==> config.mk <==
export PLATFORM = sky130hd
export DESIGN_NAME = ntt_butterfly_addsub
export DESIGN_NICKNAME = d
export VERILOG_FILES = /design/src/rtl/ntt_pkg.sv /design/src/rtl/ntt_sync_fifo.sv /design/src/rtl/ntt_butterfly_addsub.sv
export SDC_FILE = /design/constraint.sdc
export NUM_CORES = 1
export LEC_CHECK = 0
export CORE_ASPECT_RATIO = 1.4
export CORE_MARGIN = 1
export CORE_UTILIZATION = 50
export DETAILED_ROUTE_END_ITERATION = 10
export DONT_BUFFER_PORTS = 1
export PLACE_DENSITY = 0.71
export SLEW_MARGIN = 40
export SYNTH_ARGS = -nofsm -noshare
export SYNTH_HDL_FRONTEND = slang
export SYNTH_HIERARCHICAL = 1
export SYNTH_SLANG_ARGS = --single-unit
export TNS_END_PERCENT = 100
==> constraint.sdc <==
create_clock -name clk_i -period 8.9 [get_ports clk_i]
set_clock_uncertainty 0.1 [all_clocks]
set_input_delay 1.335 -clock clk_i [delete_from_list [all_inputs] [get_ports clk_i]]
set_output_delay 1.335 -clock clk_i [all_outputs]
set_load 0.02 [all_outputs]
==> src/rtl/ntt_pkg.sv <==
// Shared constants, types and helpers for the Kyber NTT butterfly datapath.
package ntt_pkg;

    localparam int unsigned Q        = 3329;
    localparam int unsigned COEF_W   = 12;
    localparam int unsigned RED_W    = 13;
    localparam int unsigned BF_TAG_W = 8;

    typedef logic [COEF_W-1:0] coef_t;
    typedef logic [RED_W-1:0]  red_t;

    typedef struct packed {
        coef_t                x;
        coef_t                y;
        logic [BF_TAG_W-1:0]  tag;
    } butterfly_t;

    // Multiply by the inverse of 2 mod Q: odd values borrow a Q to become even first.
    function automatic coef_t mod_half(input coef_t v);
        red_t t;
        t = v[0] ? (red_t'(v) + red_t'(Q)) : red_t'(v);
        return coef_t'(t >> 1);
    endfunction

endpackage

==> src/rtl/ntt_sync_fifo.sv <==
// Synchronous FIFO with registered head, occupancy count and overflow-drop indication.
module ntt_sync_fifo #(
    parameter int unsigned WIDTH = 8,
    parameter int unsigned DEPTH = 4,
    localparam int unsigned AW   = $clog2(DEPTH)
) (
    input  logic             clk,
    input  logic             rst,
    input  logic             push,
    input  logic [WIDTH-1:0] wdata,
    input  logic             pop,
    output logic             valid,
    output logic [WIDTH-1:0] rdata,
    output logic [AW:0]      count,
    output logic             overflow
);

    logic [WIDTH-1:0] mem [DEPTH];
    logic [AW-1:0]    wr_ptr;
    logic [AW-1:0]    rd_ptr;
    logic [AW:0]      cnt;
    logic             full;
    logic             do_pop;
    logic             do_push;

    assign full     = (cnt == (AW+1)'(DEPTH));
    assign valid    = (cnt != '0);
    assign do_pop   = pop & valid;
    // A pop in the same cycle frees the slot the push lands in.
    assign do_push  = push & (~full | do_pop);
    assign overflow = push & full & ~do_pop;
    assign count    = cnt;
    assign rdata    = valid ? mem[rd_ptr] : '0;

    always_ff @(posedge clk or posedge rst) begin
        if (rst) begin
            wr_ptr <= '0;
            rd_ptr <= '0;
            cnt    <= '0;
        end else begin
            if (do_push) begin
                wr_ptr <= wr_ptr + 1'b1;
            end
            if (do_pop) begin
                rd_ptr <= rd_ptr + 1'b1;
            end
            case ({do_push, do_pop})
                2'b10:   cnt <= cnt + 1'b1;
                2'b01:   cnt <= cnt - 1'b1;
                default: cnt <= cnt;
            endcase
        end
    end

    always_ff @(posedge clk) begin
        if (do_push) begin
            mem[wr_ptr] <= wdata;
        end
    end

endmodule

==> src/rtl/ntt_butterfly_addsub.sv <==
// Butterfly add/sub stage: realigns operand a with the reducer output, forms (a+r, a-r) mod Q,
// optionally halves for INTT, and buffers results behind a credit-gated issue interface.
module ntt_butterfly_addsub
    import ntt_pkg::*;
#(
    parameter int unsigned BARRETT_LAT = 2,
    parameter int unsigned FIFO_DEPTH  = 4,
    parameter int unsigned TAG_W       = 8
) (
    input  logic             clk_i,
    input  logic             rst_i,
    input  logic             issue_valid_i,
    output logic             issue_ready_o,
    input  logic [11:0]      a_i,
    input  logic             mode_i,
    input  logic [TAG_W-1:0] tag_i,
    input  logic [12:0]      r_i,
    output logic             out_valid_o,
    input  logic             out_ready_i,
    output logic [11:0]      x_o,
    output logic [11:0]      y_o,
    output logic [TAG_W-1:0] tag_o,
    output logic             err_o
);

    localparam int unsigned DW  = 2 * COEF_W + TAG_W;
    localparam int unsigned AW  = $clog2(FIFO_DEPTH);
    localparam int unsigned CRW = AW + $clog2(BARRETT_LAT + 1) + 1;

    logic [BARRETT_LAT-1:0] dl_valid;
    logic [BARRETT_LAT-1:0] dl_mode;
    coef_t                  dl_a   [BARRETT_LAT];
    logic [TAG_W-1:0]       dl_tag [BARRETT_LAT];

    logic             issue_fire;
    logic             al_valid;
    logic             al_mode;
    coef_t            al_a;
    logic [TAG_W-1:0] al_tag;

    red_t  sum;
    red_t  diff;
    red_t  diff_q;
    logic  borrow;
    coef_t x_raw;
    coef_t y_raw;
    coef_t x_res;
    coef_t y_res;

    logic [CRW-1:0] inflight;
    logic [AW:0]    fifo_count;
    logic           overflow;
    logic           range_err;
    logic           err_q;
    logic [DW-1:0]  head;

    assign issue_fire = issue_valid_i & issue_ready_o;

    always_ff @(posedge clk_i or posedge rst_i) begin
        if (rst_i) begin
            dl_valid <= '0;
        end else begin
            dl_valid[0] <= issue_fire;
            for (int i = 1; i < BARRETT_LAT; i++) begin
                dl_valid[i] <= dl_valid[i-1];
            end
        end
    end

    // Payload needs no reset: it is only consumed alongside a set valid bit.
    always_ff @(posedge clk_i) begin
        dl_a[0]    <= a_i;
        dl_mode[0] <= mode_i;
        dl_tag[0]  <= tag_i;
        for (int i = 1; i < BARRETT_LAT; i++) begin
            dl_a[i]    <= dl_a[i-1];
            dl_mode[i] <= dl_mode[i-1];
            dl_tag[i]  <= dl_tag[i-1];
        end
    end

    assign al_valid = dl_valid[BARRETT_LAT-1];
    assign al_mode  = dl_mode[BARRETT_LAT-1];
    assign al_a     = dl_a[BARRETT_LAT-1];
    assign al_tag   = dl_tag[BARRETT_LAT-1];

    always_comb begin
        sum    = red_t'(al_a) + r_i;
        x_raw  = (sum >= red_t'(Q)) ? coef_t'(sum - red_t'(Q)) : coef_t'(sum);
        diff   = red_t'(al_a) - r_i;
        borrow = (red_t'(al_a) < r_i);
        diff_q = diff + red_t'(Q);
        y_raw  = borrow ? coef_t'(diff_q) : coef_t'(diff);
        x_res  = al_mode ? mod_half(x_raw) : x_raw;
        y_res  = al_mode ? mod_half(y_raw) : y_raw;
    end

    // Credits count registered FIFO occupancy plus everything still in the reducer.
    always_comb begin
        inflight = '0;
        for (int i = 0; i < BARRETT_LAT; i++) begin
            inflight = inflight + CRW'(dl_valid[i]);
        end
    end

    assign issue_ready_o = (CRW'(fifo_count) + inflight) < CRW'(FIFO_DEPTH);

    assign range_err = al_valid & ((r_i >= red_t'(Q)) | (red_t'(al_a) >= red_t'(Q)));

    always_ff @(posedge clk_i or posedge rst_i) begin
        if (rst_i) begin
            err_q <= 1'b0;
        end else if (overflow | range_err) begin
            err_q <= 1'b1;
        end
    end

    assign err_o = err_q;

    ntt_sync_fifo #(
        .WIDTH (DW),
        .DEPTH (FIFO_DEPTH)
    ) u_fifo (
        .clk      (clk_i),
        .rst      (rst_i),
        .push     (al_valid),
        .wdata    ({x_res, y_res, al_tag}),
        .pop      (out_ready_i),
        .valid    (out_valid_o),
        .rdata    (head),
        .count    (fifo_count),
        .overflow (overflow)
    );

    assign {x_o, y_o, tag_o} = head;

endmodule

Word-level counts from Yosys, hierarchy flattened
Memories as Yosys holds them, arrays and structs flattened. Cells that the tools add are included.

$add $sub $neg: 12. Magnitude comparators: 5. Equal/unequal tests: 3. Multiplexer cells: 10. Bitwise operators: 11. Reduce and logical (&&, ||, !) cells: 2.

Operators by type and width (number): $mux 12 (4); $mux 32 (1); $add 12x12->13 const B (2); $ge 13x12->1 const B (2); $mux 13 (2); $add 12x13->13 (1); $lt 12x13->1 (1); $add 12x12->12 const B (1); $ge 12x12->1 const B (1); $sub 12x12->12 (1); $sub 12x12->12 const B (1); $and 1x1->1 (6); $pmux 3 s2 (1); $add 2x1->2 const B (2); $add 3x2->4 (1); $lt 4x3->1 const B (1); $add 3x1->3 const B (1); $eq 3x3->1 const B (1); $or 1x1->1 (3); $reduce_bool 3->1 (1); $sub 3x1->3 const B (1); $add 1x1->2 (1); $eq 2x1->1 const B (1); $eq 2x2->1 const B (1); other kinds (3) (5).

Register bits: 12. Bits in writable memories: 168. Memories kept: 3.

Memory list: u_fifo.mem (words 4, width 32, read ports 1, clocked after Yosys merged registers in 0, write ports 1, line ntt_sync_fifo.sv:18) `logic [WIDTH-1:0] mem [DEPTH];`; dl_a (words 2, width 12, read ports 2, clocked after Yosys merged registers in 0, write ports 2, line ntt_butterfly_addsub.sv:32) `coef_t dl_a [BARRETT_LAT];`; dl_tag (words 2, width 8, read ports 2, clocked after Yosys merged registers in 0, write ports 2, line ntt_butterfly_addsub.sv:33) `logic [TAG_W-1:0] dl_tag [BARRETT_LAT];`.

Longest topological paths before layout
Gate-level depths: netlist of run 1. An unclocked memory read counts as a cell.

Depth in word-level cells: 7. Depth in mapped cells: 17. Mapped depth without buffers: 16.

Cells and area by module
The synthesis of run 1 kept the hierarchy.

By module, submodules not included: ntt_sync_fifo (times used 1, cells each 258, area an instance 5390.2 µm²); ntt_butterfly_addsub (times used 1, cells each 532, area an instance 4211.5 µm²).

Worst setup path before layout of run 1
Ideal clock, no wire load.

Path type: input to register. Start: input r_i[0]. End: memory u_fifo/mem[0][29] (netlist bit), data pin. Library setup time: 0.278 ns. Data arrival time: 4.676 ns. Data required time: 8.522 ns. Slack: 3.846 ns. Stages on the path: 14. Buffers on the path: 0. Cell sequence: ha_1 fa_1 nor2b_1 o21ai_1 a21oi_1 a211oi_4 a31oi_1 o211ai_4 nand2_1 o21ai_0 ha_1 a41oi_2 mux2i_1 or3_1.

Cells in the longest elaborated chain, start to end: 6.

Ends and longest elaborated chain: start, declared (line ntt_butterfly_addsub.sv:17) `input logic [12:0] r_i,`; $add 12x13->13 (*) (line ntt_butterfly_addsub.sv:88) `sum = red_t'(al_a) + r_i;`; $sub 12x12->12 or $ge 13x12->1 (tied branches) (line ntt_butterfly_addsub.sv:89) `x_raw = (sum >= red_t'(Q)) ? coef_t'(sum - red_t'(Q)) : coef_t'(sum);`; $mux 12 (*) (line ntt_butterfly_addsub.sv:89); $add 12x12->13 (line ntt_pkg.sv:21) `t = v[0] ? (red_t'(v) + red_t'(Q)) : red_t'(v);`; $mux 13 (line ntt_pkg.sv:21); $mux 12 (*) (line ntt_butterfly_addsub.sv:94) `x_res = al_mode ? mod_half(x_raw) : x_raw;`; via x_res[9] (line ntt_butterfly_addsub.sv:47) `coef_t x_res;`; end, declared (line ntt_sync_fifo.sv:18).

The timed path passes the listed nets; every way through them passes the cells marked *.

Final worst setup path of run 1
Start: input r_i[2]. End: memory u_fifo/mem[0][23] (netlist bit), data pin.

The elaborated chain is that of the path after synthesis.

==> summary.md, run 1 <==
| Metric | Value |
|---|---|
| Critical path type | `in -> reg` |
| Sequential share of power | `between 30% and 40%` |
| Worst EP required | `about 9 ns` |
| Die area | `19800 um2` |
| Area grow syn2layout | `7.83%` |
| First-pass GRT wire length | `about 32000 um` |
| Violation count after the first detailed-route iteration | `501` |
| Dpl ws | `3.04 ns` |
| Num CTS Buffers | `17` |
| Syn Inst Count | `between 700 and 800` |
| Die H | `about 170 um` |
| CTS resizes | `0` |
| LEAKAGE | `3.70 nW` |
| Placer Congestion | `between 0.8 and 0.9` |
| Max cap viols | `0` |
| Syn_nets | `between 800 and 900` |
| Register area share after synthesis | `between 50% and 60%` |
| CP max-delay cell | `ha_1` |
| Crit path time final | `5.31 ns` |
| Clock Power Share | `between 20 and 25%` |
| P_int | `1.88 mW` |
| Max Freq | `between 150 and 200 MHz` |
| Row cnt | `59` |
| Startpoint types | `input pin` |
| IO buf count | `0` |
| Most frequent cells in the layout | `edfxtp_1, nor2_1, and2_1` |
| Hold Path Origin | `dl_a[0][10]` |
| Htree depth | `4` |
| Peak VDD IR | `approximately 0.15 mV` |
| Setup crit start | `r_i[2]` |
| Worst-path cell chain | `inv_1 -> ha_1 -> nor3b_2 -> o31ai_2 -> a31oi_1 -> nor4b_2 -> a31oi_1 -> o211ai_4 -> nand2_1 -> o21ai_0 -> ha_1 -> nand2_1 -> or3_1 -> a32oi_1` |
| Fraction of layout cells with a size suffix above 1 | `between 10% and 20%` |
| Ys async rst share | `roughly 5.6%` |
| Fin crit share | `about three fifths` |
| Delay-heaviest family, CP | `compound AO/OA/AOI/OAI gates` |
| Antenna cells | `0` |
| Total number of vias | `around 6300` |
| Grt ovf | `0` |
| Initial DRT Pass Iterations | `5` |
| Placed Instances | `1008` |
| Reg-to-Reg Start | `dl_a[0][14]` |
| Crit. End Element | `flip-flop` |
| Initial antenna violation count | `0` |
| Net Sw Frac | `37.2%` |
| Largest net degree at the start of global routing | `39` |
| Drt drc | `0` |
| # IOs | `73` |
| Hpwl dp | `14300 um` |
| Vias per cell | `6.03` |
| Num Clock Sinks | `180` |
| Worst skew pair latency | `roughly 0.43 ns` |
| Worst Slack Setup Final | `3.59 ns` |
| Mapped cell area | `between 9000 and 10000 um2` |
| Setup TNS | `0 ns` |
| Clk buf depth | `2` |
| Crit-path max FO | `11` |
| Post-synth EDFFs | `between 100 and 150` |
| GRT Util Overall | `about a fifth` |
| Die W | `approximately 120 um` |
| Layout fillers | `about 1500` |
| Reg-to-reg slack, setup | `4.17 ns` |
| CP max stage delay | `~0.56 ns` |
| Root Driver | `clkbuf_16` |
| Routed WL | `around 20000 um` |
| Yosys warns | `6` |
| Layout Cells excl Fill | `approximately 1000` |
| Buf/Inv on CP | `1` |
| Core area | `~19000 um2` |
| Hold WC Path Type | `reg -> reg` |
| Slew at the pin closest to its max-slew limit | `approximately 0.8 ns` |
| Crit path arrival time | `between 5 and 6 ns` |
| Nets | `~860` |
| Most common cell after layout, fill and taps aside | `edfxtp_1` |
| Final setup vio count | `0` |
| Synth Flop Type | `edfxtp_1` |
| Mean Syn Cell Area | `around 12 um2` |
| Post-CTS setup buffers | `0` |
| Effective utilization at floorplan | `around half` |
| TritonCTS clock tree | `yes` |
| RSZ-0062 raised after global routing | `no` |
| Slew Limit Headroom | `a little under half` |
| Comb pwr share | `between 30% and 40%` |
| Routed Antenna Nets | `0` |
| Unique masters post-synth | `88` |
| Cts hold-fix bufs | `0` |
| Vias in the first global route | `6323` |
| Avg WL per Cell | `between 15 and 20 um` |
| FF+latch count, synth | `180` |
| Reg clk slew, reported paths | `approximately 0.070 ns` |
| Max-slew violations | `0` |
| Pwr Density | `between 200 and 300 nW/um2` |
| Run status | `finished clean` |
| Hold Vio Cnt, Final | `0` |
| P_sw | `1.11 mW` |
[synthesized netlist by cell type, types with 4 or more instances]
| master | n | area, um2 |
|---|---|---|
| dfrtp_1 | 10 | 250 |
| dfxtp_1 | 42 | 841 |
| nand3_1 | 14 | 70.1 |
| a2111oi_0 | 5 | 43.8 |
| mux4_2 | 28 | 631 |
| nand2b_1 | 6 | 37.5 |
| mux4_1 | 4 | 105 |
| buf_2 | 10 | 50.1 |
| nor3_1 | 11 | 55.1 |
| a31oi_1 | 8 | 50.1 |
| o21a_1 | 7 | 52.6 |
| o211ai_1 | 12 | 90.1 |
| o21ai_1 | 5 | 25.0 |
| a22oi_1 | 5 | 37.5 |
| o21bai_1 | 6 | 45.0 |
| xor2_1 | 15 | 131 |
| xnor2_1 | 28 | 245 |
| a211oi_1 | 10 | 75.1 |
| a21o_1 | 9 | 67.6 |
| o21ai_0 | 19 | 95.1 |
| or2_2 | 4 | 25.0 |
| and3_1 | 6 | 37.5 |
| nor2b_1 | 12 | 75.1 |
| a211o_1 | 7 | 61.3 |
| edfxtp_1 | 128 | 3840 |
| mux2_2 | 5 | 56.3 |
| mux2i_1 | 5 | 50.1 |
| nor4_1 | 6 | 37.5 |
| o31ai_1 | 4 | 30.0 |
| a21oi_1 | 43 | 215 |
| o22ai_1 | 4 | 25.0 |
| clkbuf_1 | 15 | 56.3 |
| inv_1 | 36 | 135 |
| ha_1 | 34 | 425 |
| and2_1 | 44 | 275 |
| nor2_1 | 53 | 199 |
| nand4_1 | 7 | 43.8 |
| or3_1 | 8 | 50.1 |
| nand2_1 | 41 | 154 |
[stage by stage]
| step | utilization (%) | power (mW) | area (um2) | hold slack, ns |
|---|---|---|---|---|
| final | 55.4 | 3.00 | 10400 | 0.228 |
| after floorplan | - | 2.11 | 9600 | 0.210 |
| after global placement | 52.2 | 2.26 | 9750 | 0.211 |
| after global routing | 55.4 | 3.16 | 10400 | 0.234 |
| after detailed placement | 52.2 | 2.30 | 9760 | 0.212 |
| after CTS | 55.4 | 3.03 | 10300 | 0.229 |
[power groups by stage]
stage,clock [mW],sequential (mW),combinational [mW]
after floorplan,0,1.14,0.970
after global placement,0,1.18,1.08
after detailed placement,0,1.20,1.10
after CTS,0.742,1.18,1.11
after global routing,0.775,1.19,1.19
final,0.723,1.18,1.10
[per-layer routing]
metal	up-vias	part of all wire (%)	track usage, %
met5	-	0	0
met4	0	3.3	10.2
met3	42	3.3	3.37
met2	184	53	37.7
met1	3075	41	24.3
li1	2965	-	-
[final cells by class]
type / count / area [um2] / area share (%)
Multi-Input combinational cell: 538 / 4320 / 41.8
Clock buffer: 17 / 425 / 4.11
Tap cell: 244 / 305 / 2.95
Inverter: 39 / 146 / 1.41
Clock inverter: 15 / 164 / 1.58
Timing Repair Buffer: 7 / 52.6 / 0.508
Sequential cell: 180 / 4940 / 47.7
[cells by family (layout without fill, tap and decap cells)]
group / Yosys count / count (layout) / share of synthesized area [%]
compound gates: 179 / 179 / 13.3
xor+xnor: 47 / 47 / 4.60
fa+ha+maj: 37 / 37 / 5.06
buf+inv: 72 / 78 / 3.69
flops: 180 / 180 / 51.4
mux: 43 / 43 / 8.89
simple gates: 232 / 232 / 13.0
[state kept, by name (all words and copies together), names as in the netlist]
signal / count
u_fifo/wr_ptr: 2
dl_tag: 16
u_fifo/count: 3
dl_a: 24
err_o: 1
dl_valid: 2
dl_mode: 2
u_fifo/mem: 128
u_fifo/rd_ptr: 2
[worst paths after layout]
path | depth (start not counted) | to
setup / recovery | 14 | u_fifo/mem[0][23]
min in group asynchronous | 1 | dl_valid[0]
max in group asynchronous | 1 | u_fifo/rd_ptr[1]
hold / removal | 0 | dl_a[0][22]
setup reg to reg | 13 | u_fifo/mem[0][23]
hold reg to reg | 0 | dl_a[0][22]
Note: power is estimated with default switching activity, not from simulation.
==> run 2: changes to the inputs <==
==> constraint.sdc (replaced) <==
create_clock -name clk_i -period 5.4 [get_ports clk_i]
set_clock_uncertainty 0.1 [all_clocks]
set_input_delay 0.81 -clock clk_i [delete_from_list [all_inputs] [get_ports clk_i]]
set_output_delay 0.81 -clock clk_i [all_outputs]
set_load 0.02 [all_outputs]
==> summary.md, run 2 (synthesis gave the netlist of run 1 again) <==
| Metric | Value |
|---|---|
| First-pass GRT wire length | `32800 um (was 32300 um)` |
| Max Freq | `~210 MHz` |
| FF-to-FF path depth | `13 (unchanged)` |
| Fraction of layout cells with a size suffix above 1 | `13.3% (was 12.9%)` |
| Most common cell after layout, fill and taps aside | `edfxtp_1 (unchanged)` |
| Post-CTS setup buffers | `0 (unchanged)` |
| Hold WS | `0.0257 ns (was 0.228 ns)` |
| Pwr Density | `481 nW/um2 (was 289 nW/um2)` |
| Die H | `166 um (unchanged)` |
| Avg WL per Cell | `19.6 um (was 19.2 um)` |
| Final setup vio count | `0 (unchanged)` |
| Sequential Area | `4940 um2 (unchanged)` |
| Worst skew pair latency | `0.44 ns (was 0.43 ns)` |
| Hpwl dp | `14600 um (was 14300 um)` |
| Initial DRT Pass Iterations | `5 (unchanged)` |
| Max reg flops | `128 (unchanged)` |
| Clk buf depth | `2 (unchanged)` |
| Crit-path max FO | `11 (unchanged)` |
| Die W | `119 um (unchanged)` |
| Die area | `19800 um2 (unchanged)` |
| Cts hold-fix bufs | `0 (unchanged)` |
| Critical path type | `in -> reg (unchanged)` |
| Area occupied by multi-input gates | `4310 um2 (was 4320 um2)` |
| Placer Congestion | `0.876 (was 0.895)` |
| Dpl ws | `0.342 ns (was 3.04 ns)` |
| Hold WC Path Type | `in -> async (was reg -> reg)` |
| Effective utilization at floorplan | `51.4% (unchanged)` |
| Htree depth | `4 (unchanged)` |
| Most frequent cells in the layout | `edfxtp_1, nor2_1, and2_1 (unchanged)` |
| Reg clk slew, reported paths | `0.07 ns (about the same)` |
| Run status | `finished clean (unchanged)` |
| Hold Vio Cnt, Final | `0 (unchanged)` |
| Worst Slack Setup Final | `0.724 ns (was 3.59 ns)` |
| Nets | `862 (was 858)` |
| Total number of vias | `6233 (was 6266)` |
| Core area | `18700 um2 (unchanged)` |
| Root Driver | `clkbuf_16 (unchanged)` |
| CTS resizes | `0 (unchanged)` |
| Biggest regs | `u_fifo/mem (128), dl_a (24), dl_tag (16) (unchanged)` |
| Num Clock Sinks | `180 (unchanged)` |
| Antenna cells | `0 (unchanged)` |
| Grt ovf | `0 (unchanged)` |
| Vias per cell | `5.97 (was 6.03)` |
| Drt drc | `0 (unchanged)` |
| Largest Register | `u_fifo/mem (unchanged)` |
| GRT Util Overall | `21.5% (was 21.1%)` |
| Layout fillers | `1600 (was 1546)` |
| Reg-to-Reg Start | `dl_a[0][14] (unchanged)` |
| Crit path arrival time | `4.79 ns (was 5.43 ns)` |
| Peak VDD IR | `0.253 mV (was 0.146 mV)` |
| Max cap viols | `0 (unchanged)` |
| # IOs | `73 (unchanged)` |
| Row cnt | `59 (unchanged)` |
| Crit path time final | `approximately 4.7 ns` |
| LEAKAGE | `3.72 nW (was 3.70 nW)` |
| Slew Limit Headroom | `44.5% (was 45.7%)` |
| Fin crit share | `around 87%` |
| Startpoint types | `input pin (unchanged)` |
| Max-slew violations | `0 (unchanged)` |
| Area grow syn2layout | `8.17% (was 7.83%)` |
| TritonCTS clock tree | `yes (unchanged)` |
| Violation count after the first detailed-route iteration | `487 (was 501)` |
| Setup TNS | `0 ns (unchanged)` |
| Num CTS Buffers | `17 (unchanged)` |
| Setup crit start | `r_i[2] (unchanged)` |
| Initial antenna violation count | `0 (unchanged)` |
| Routed WL | `20400 um (was 20000 um)` |
| IO buf count | `0 (unchanged)` |
| Largest net degree at the start of global routing | `39 (unchanged)` |
| Vias in the first global route | `6274 (was 6323)` |
| Worst EP required | `5.52 ns (was 9.01 ns)` |
| Crit. End Element | `flip-flop (unchanged)` |
| RSZ-0062 raised after global routing | `no (unchanged)` |
| Slew at the pin closest to its max-slew limit | `0.828 ns (was 0.814 ns)` |
| Routed Antenna Nets | `0 (unchanged)` |
[run 2: cell types whose count changed in the layout (fill, tap and decap cells not counted), sizes merged]
| cell | before | now |
|---|---|---|
| buf | 7 | 11 |
| clkinv | 10 | 6 |
| inv | 43 | 47 |
[run 2: cell type report]
| type | instances | share of cell area [%] |
|---|---|---|
| clock buffer | 17 | 4.10 |
| clock inverter | 15 | 1.69 |
| inverter | 39 | 1.41 |
| multi-input combinational | 538 | 41.5 |
| sequential | 180 | 47.5 |
| tap | 244 | 2.94 |
| timing repair buffer | 11 | 0.795 |
[run 2: critical path, stage by stage]
cell,delay (ns)
inv_1,0.02
ha_1,0.60
nor3b_2,0.17
o31a_1,0.33
nor4_1,0.42
or2_1,0.33
o41ai_4,0.15
o211ai_4,0.32
nand2_1,0.19
o21ai_0,0.35
ha_1,0.30
nand2_1,0.12
or3_1,0.36
a32oi_1,0.32
[run 2: stage by stage]
step / cell area, um2 / total power, mW / instances / util [%]
2_1_floorplan: 9600 / 3.48 / 790 / -
3_3_place_gp: 9780 / 3.74 / 1012 / 52.4
3_5_place_dp: 9790 / 3.81 / 1012 / 52.4
4_1_cts: 10400 / 5.05 / 1044 / 55.6
5_1_grt: 10400 / 5.27 / 1044 / 55.6
6_report: 10400 / 4.99 / 1044 / 55.6
[run 2: path summary, 6_finish.rpt]
kind,end,slack [ns]
setup / recovery,u_fifo/mem[0][23],0.72
hold / removal,dl_valid[0],0.03
setup reg to reg,u_fifo/mem[0][23],0.76
hold reg to reg,dl_a[0][22],0.23
max in group asynchronous,u_fifo/rd_ptr[1],4.88
min in group clk_i,dl_a[0][22],0.23
[run 2: where the power goes]
| part | internal [mW] | switching [mW] |
|---|---|---|
| registers | 1.80 | 0.168 |
| logic | 0.687 | 1.11 |
| clock network | 0.630 | 0.599 |
[run 2: metal layers]
metal | wire, um | GRT usage, % | up-vias | part of all wire, %
met1 | 8050 | 24.6 | 3022 | 39
li1 | - | - | 2971 | -
met2 | 10900 | 38.7 | 198 | 53
met5 | 0 | 0 | - | 0
met4 | 649 | 9.96 | 0 | 3.2
met3 | 813 | 3.88 | 42 | 4.0
==> RTL change 1: new RTL, settings of run 2 <==
Reset style: synchronous (`rst` and `rst_i`), changed in 3 clocked blocks.
--- a/src/rtl/ntt_sync_fifo.sv
+++ b/src/rtl/ntt_sync_fifo.sv
@@ -32,7 +32,7 @@
     assign count    = cnt;
     assign rdata    = valid ? mem[rd_ptr] : '0;
 
-    always_ff @(posedge clk or posedge rst) begin
+    always_ff @(posedge clk) begin
         if (rst) begin
             wr_ptr <= '0;
             rd_ptr <= '0;
--- a/src/rtl/ntt_butterfly_addsub.sv
+++ b/src/rtl/ntt_butterfly_addsub.sv
@@ -56,7 +56,7 @@
 
     assign issue_fire = issue_valid_i & issue_ready_o;
 
-    always_ff @(posedge clk_i or posedge rst_i) begin
+    always_ff @(posedge clk_i) begin
         if (rst_i) begin
             dl_valid <= '0;
         end else begin
@@ -107,7 +107,7 @@
 
     assign range_err = al_valid & ((r_i >= red_t'(Q)) | (red_t'(al_a) >= red_t'(Q)));
 
-    always_ff @(posedge clk_i or posedge rst_i) begin
+    always_ff @(posedge clk_i) begin
         if (rst_i) begin
             err_q <= 1'b0;
         end else if (overflow | range_err) begin
Check against the original RTL: differs if rst_i is asserted again (counterexample within 4 cycles, from zero or initial values and one cycle with rst_i high); with rst_i held inactive, the same outputs for 4 cycles.
==> RTL change 1 against run 2 <==
Wire length down 10%; cell area down 3.2%; largest cell class unchanged; first-iteration DRC count down 20%; sequential cell count up 2; cell count down 5.7%; setup slack better by 0.074 ns; area after synthesis down 3.7%; die area down 3.7%; highest routed layer unchanged; count of clock-buffer cells in the layout unchanged.
Power is not compared: it rests on default switching activity, and its combinational part moved more than twofold at a synthesized area within 25%.
==> RTL change 1: results (changes against run 2) <==
Status
  • Status: completed

Pwr
  • Leakage: 3.60 nW
  • Sw Pwr: 1.09 mW
  • Peak supply drop: 0.202 mV

Layout
  • Top Registers: u_fifo/mem: 128 flops, dl_a: 24 flops, dl_tag: 16 flops
  • Fin nets: 807 (-6.4%)
  • Layout cells sized above 1: 11.0% (-2.2 points)

Drt
  • Vias per Instance: 5.95 (-0.27%)
  • DRT iter0 DRCs: 391 (-20%)
  • WL final: 18400 um (-10%)

Synth
  • Synth top area cells: edfxtp_1, dfxtp_1, mux4_1
  • Synth top cells by count: edfxtp_1, dfxtp_1, nor2_1
  • Post-synthesis mux area share: 9.69% (+0.81 points)
  • Complex-gate fraction of the synthesized area: 11.9% (-1.5 points)
  • Synth cell types: 84 (-4.5%)
  • Sequential area share after synthesis: 53.3% (+1.9 points)
  • Synth Area in Adders: 5.25% (+0.20 points)
  • Post-synthesis xor/xnor area fraction: 4.45% (-0.15 points)
  • FFs w/ async S/R, synth: 0% (-5.6 points)
  • Number of flops mapped to enable cells by yosys: 128 (unchanged)

Placed design
  • DPL Wire Length: 13000 um (-11%)
  • Placer Congestion: 0.815 (-7.0%)
  • Post-place instance area: 0.00943 mm2 (-3.6%)
  • Placement Setup Slack: 0.386 ns (+0.0443 ns)

Critical path
  • Arr. time, crit path: 4.68 ns (-0.11 ns)
  • Critical path's largest stage delay: 0.42 ns (-0.18 ns)
  • CP delay by family, top: compound AO/OA/AOI/OAI gates
  • Slowest stage cell, crit path: a211oi_1
  • CP max FO: 8 (-3)

Clock network
  • Clock transition at path regs: 0.07 ns (about the same)
  • Later-pin clock latency in the skew report: 0.44 ns (about the same)
  • TritonCTS buffer count: 17 (unchanged)
  • Post-CTS Setup Bufs: 0 (unchanged)

GRT
  • Total GRT Usage: 20.8% (-0.76 points)
  • Maximum number of pins on one net before global-route repair: 37 (-5.1%)
  • First-pass GRT wire length: 29700 um (-9.5%)
  • Vias in the first global route: 5994 (-4.5%)

Worst hold path
  • Hold Path Class: register to register

STA
  • Post-layout min period: 4.60 ns (-0.0736 ns)
  • Relative slew margins: 44.6% (+0.13 points)
RTL change 1: metrics by stage:
stage               std cells  utilization (%)
detailed placement        953             52.4
global placement          953             52.4
global route              985             55.9
finish                    985             55.9
floorplan                 735                -
CTS                       985             55.9
RTL change 1: power groups by stage:
stage	registers, mW	logic [mW]	clock network (mW)
after detailed placement	1.66	0.726	0
after floorplan	1.65	0.578	0
after global routing	1.64	0.815	1.35
after global placement	1.66	0.703	0
final	1.63	0.734	1.27
after CTS	1.63	0.731	1.30
RTL change 1: cells by family (layout without fill, tap and decap cells):
family	after synthesis	after routing
and+or+nand+nor	197	197
DFF	182	182
AOI/OAI and AO/OA	158	158
buffers and inverters	73	83
xor gates and xnor gates	47	47
muxes	41	41
adders and majority gates	37	37
RTL change 1: worst paths after layout:
kind               startpoint                 to  slack [ns]  cells past startpoint
setup / recovery       r_i[0]  u_fifo/mem[3][31]        0.80                     16
hold / removal     dl_a[0][2]        dl_a[0][14]        0.23                      0
hold reg to reg    dl_a[0][2]        dl_a[0][14]        0.23                      0
setup reg to reg  dl_a[0][12]  u_fifo/mem[3][29]        0.81                     16
RTL change 1: per-layer routing:
layer / vias to the layer above / track usage (%) / share of wire [%]
met5: - / 0 / 0
met4: 0 / 11.2 / 3.7
met3: 46 / 4.39 / 4.1
met2: 179 / 37.1 / 52
met1: 2854 / 22.7 / 40
li1: 2786 / - / -
RTL change 1: final cells by class:
type                    count  area (um2)
fillers                  1505        7940
repair buffers             10        75.1
clock inverters            15         201
clock buffers              17         425
multi-input cells         480        3970
flip-flops and latches    182        4930
inverters                  41         154
well taps                 240         300
==> RTL change 2: new RTL, flow settings as in run 2 <==
Made on the original files. `BARRETT_LAT`: 2 -> 8.
--- a/src/rtl/ntt_butterfly_addsub.sv
+++ b/src/rtl/ntt_butterfly_addsub.sv
@@ -3,7 +3,7 @@
 module ntt_butterfly_addsub
     import ntt_pkg::*;
 #(
-    parameter int unsigned BARRETT_LAT = 2,
+    parameter int unsigned BARRETT_LAT = 8,
     parameter int unsigned FIFO_DEPTH  = 4,
     parameter int unsigned TAG_W       = 8
 ) (
Function: changed (a bounded check fails within 4 cycles, from zero or initial values and one cycle with rst_i high).
==> RTL change 2 against run 2 <==
Setup slack improved by 0.045 ns; sequential power is 52% higher; wire length increased by 8.3%; die area is 28% higher; cell area grew 31%; area after synthesis rose by 28%; power increased by 40%; core utilization is 1.0 points higher; sequential cell count grew 132; count of clock-buffer cells in the layout increased by 22; sequential share of layout area rose by 8.4 points; largest power group unchanged.
==> RTL change 2: results (changes against run 2) <==
GRT
  • Total GRT Usage: 18.0% (-3.6 points)
  • Grt met2 use: 32.3% (-6.4 points)
  • Met1 usage: 20.5% (-4.2 points)
  • Met3 Usage GRT: 3.35% (-0.53 points)

Synth
  • Sequential area share after synthesis: 61.7% (+10 points)
  • Synth top area cells: edfxtp_1, dfxtp_1, mux4_2
  • Post-synthesis mux area share: 6.60% (-2.3 points)
  • Complex-gate fraction of the synthesized area: 9.54% (-3.8 points)
  • Synth top cells by count: dfxtp_1, edfxtp_1, nor2_1
  • Synth cell types: 102 (+16%)
  • Synth Area in Adders: 5.40% (+0.35 points)
  • Net count after synthesis: 981 (+13%)
  • Post-synthesis xor/xnor area fraction: 3.65% (-0.95 points)
  • Primary FF master, synth: dfxtp_1

Drt
  • DRT iter0 DRCs: 226 (-54%)
  • Metal1 wirelength: 8850 um (+9.9%)
  • WL final: 22100 um (+8.3%)
  • Pre-antenna DRT Iters: 4 (-1)
  • Met3 routed WL: 998 um (+23%)
  • Vias per Instance: 5.37 (-10%)

Placed design
  • Placer Congestion: 0.868 (-0.86%)
  • DPL Wire Length: 15800 um (+8.1%)
  • Placement Setup Slack: 0.374 ns (+0.0320 ns)

Layout
  • Fin nets: 1001 (+16%)
  • Top Registers: u_fifo/mem: 128 flops, dl_a: 96 flops, dl_tag: 64 flops
  • Layout cells sized above 1: 16.0% (+2.8 points)

STA
  • Relative slew margins: 52.2% (+7.7 points)
  • Final period util: 85.8% (-0.84 points)
  • Hold slack: 0.174 ns (+0.148 ns)

Critical path
  • CP max FO: 5 (-6)
  • Slowest stage cell, crit path: a311oi_1
  • CP delay by family, top: compound AO/OA/AOI/OAI gates

Clock network
  • H-tree depth: 1 (-3)
  • Later-pin clock latency in the skew report: 0.56 ns (+0.12 ns)
  • Max Root-Sink Buffers: 3 (+1)
  • TritonCTS buffer count: 28 (+11)

Pwr
  • Leakage: 5.18 nW (+39%)

Worst hold path
  • Hold Path Class: input pin to register

Status
  • Status: completed
==> RTL change 2: cell types whose count changed in the layout (fill, tap and decap cells not counted), moves of 7 or more <==
cell | before | now
dfxtp_1 | 42 | 168
a21oi_1 | 43 | 28
clkbuf_16 | 17 | 30
nor2b_1 | 12 | 3
ha_1 | 34 | 42
buf_4 | 11 | 18
clkinv_2 | 0 | 7
==> RTL change 2: final timing paths <==
path / from / end / depth (start not counted)
hold / removal: a_i[8] / dl_a[0][8] / 0
setup / recovery: dl_a[1][36] / u_fifo/mem[0][29] / 19
min in group asynchronous: rst_i / u_fifo/wr_ptr[0] / 2
setup reg to reg: dl_a[1][36] / u_fifo/mem[0][29] / 19
hold reg to reg: dl_a[0][36] / dl_a[1][0] / 0
max in group asynchronous: rst_i / u_fifo/rd_ptr[1] / 2
==> RTL change 2: report_power, final <==
part           switching [mW]  internal [mW]
Sequential              0.188           2.81
Combinational            1.21          0.781
Clock                   0.839           1.15
Total                    2.24           4.75
==> RTL change 2: through the flow <==
step                instances  area (um2)  power, mW  util [%]
floorplan                 894       12300       4.64         -
global placement         1193       12600       5.01      52.5
detailed placement       1193       12600       5.05      52.5
CTS                      1246       13600       7.07      56.6
global route             1246       13600       7.37      56.6
finish                   1246       13600       6.99      56.6
==> RTL change 2: cell type report <==
type	count	area, um2
Fill cell	1922	10400
Clock inverter	13	130
Tap cell	310	388
Timing Repair Buffer	19	145
Multi-Input combinational cell	509	4330
Clock buffer	39	845
Inverter	44	166
Sequential cell	312	7610
==> RTL change 2: repair_timing <==
item	in CTS	in global routing
buffers inserted	0	0
hold buffers	1	0
endpoints found under the setup margin	0	0
hold endpoints to repair	16	0
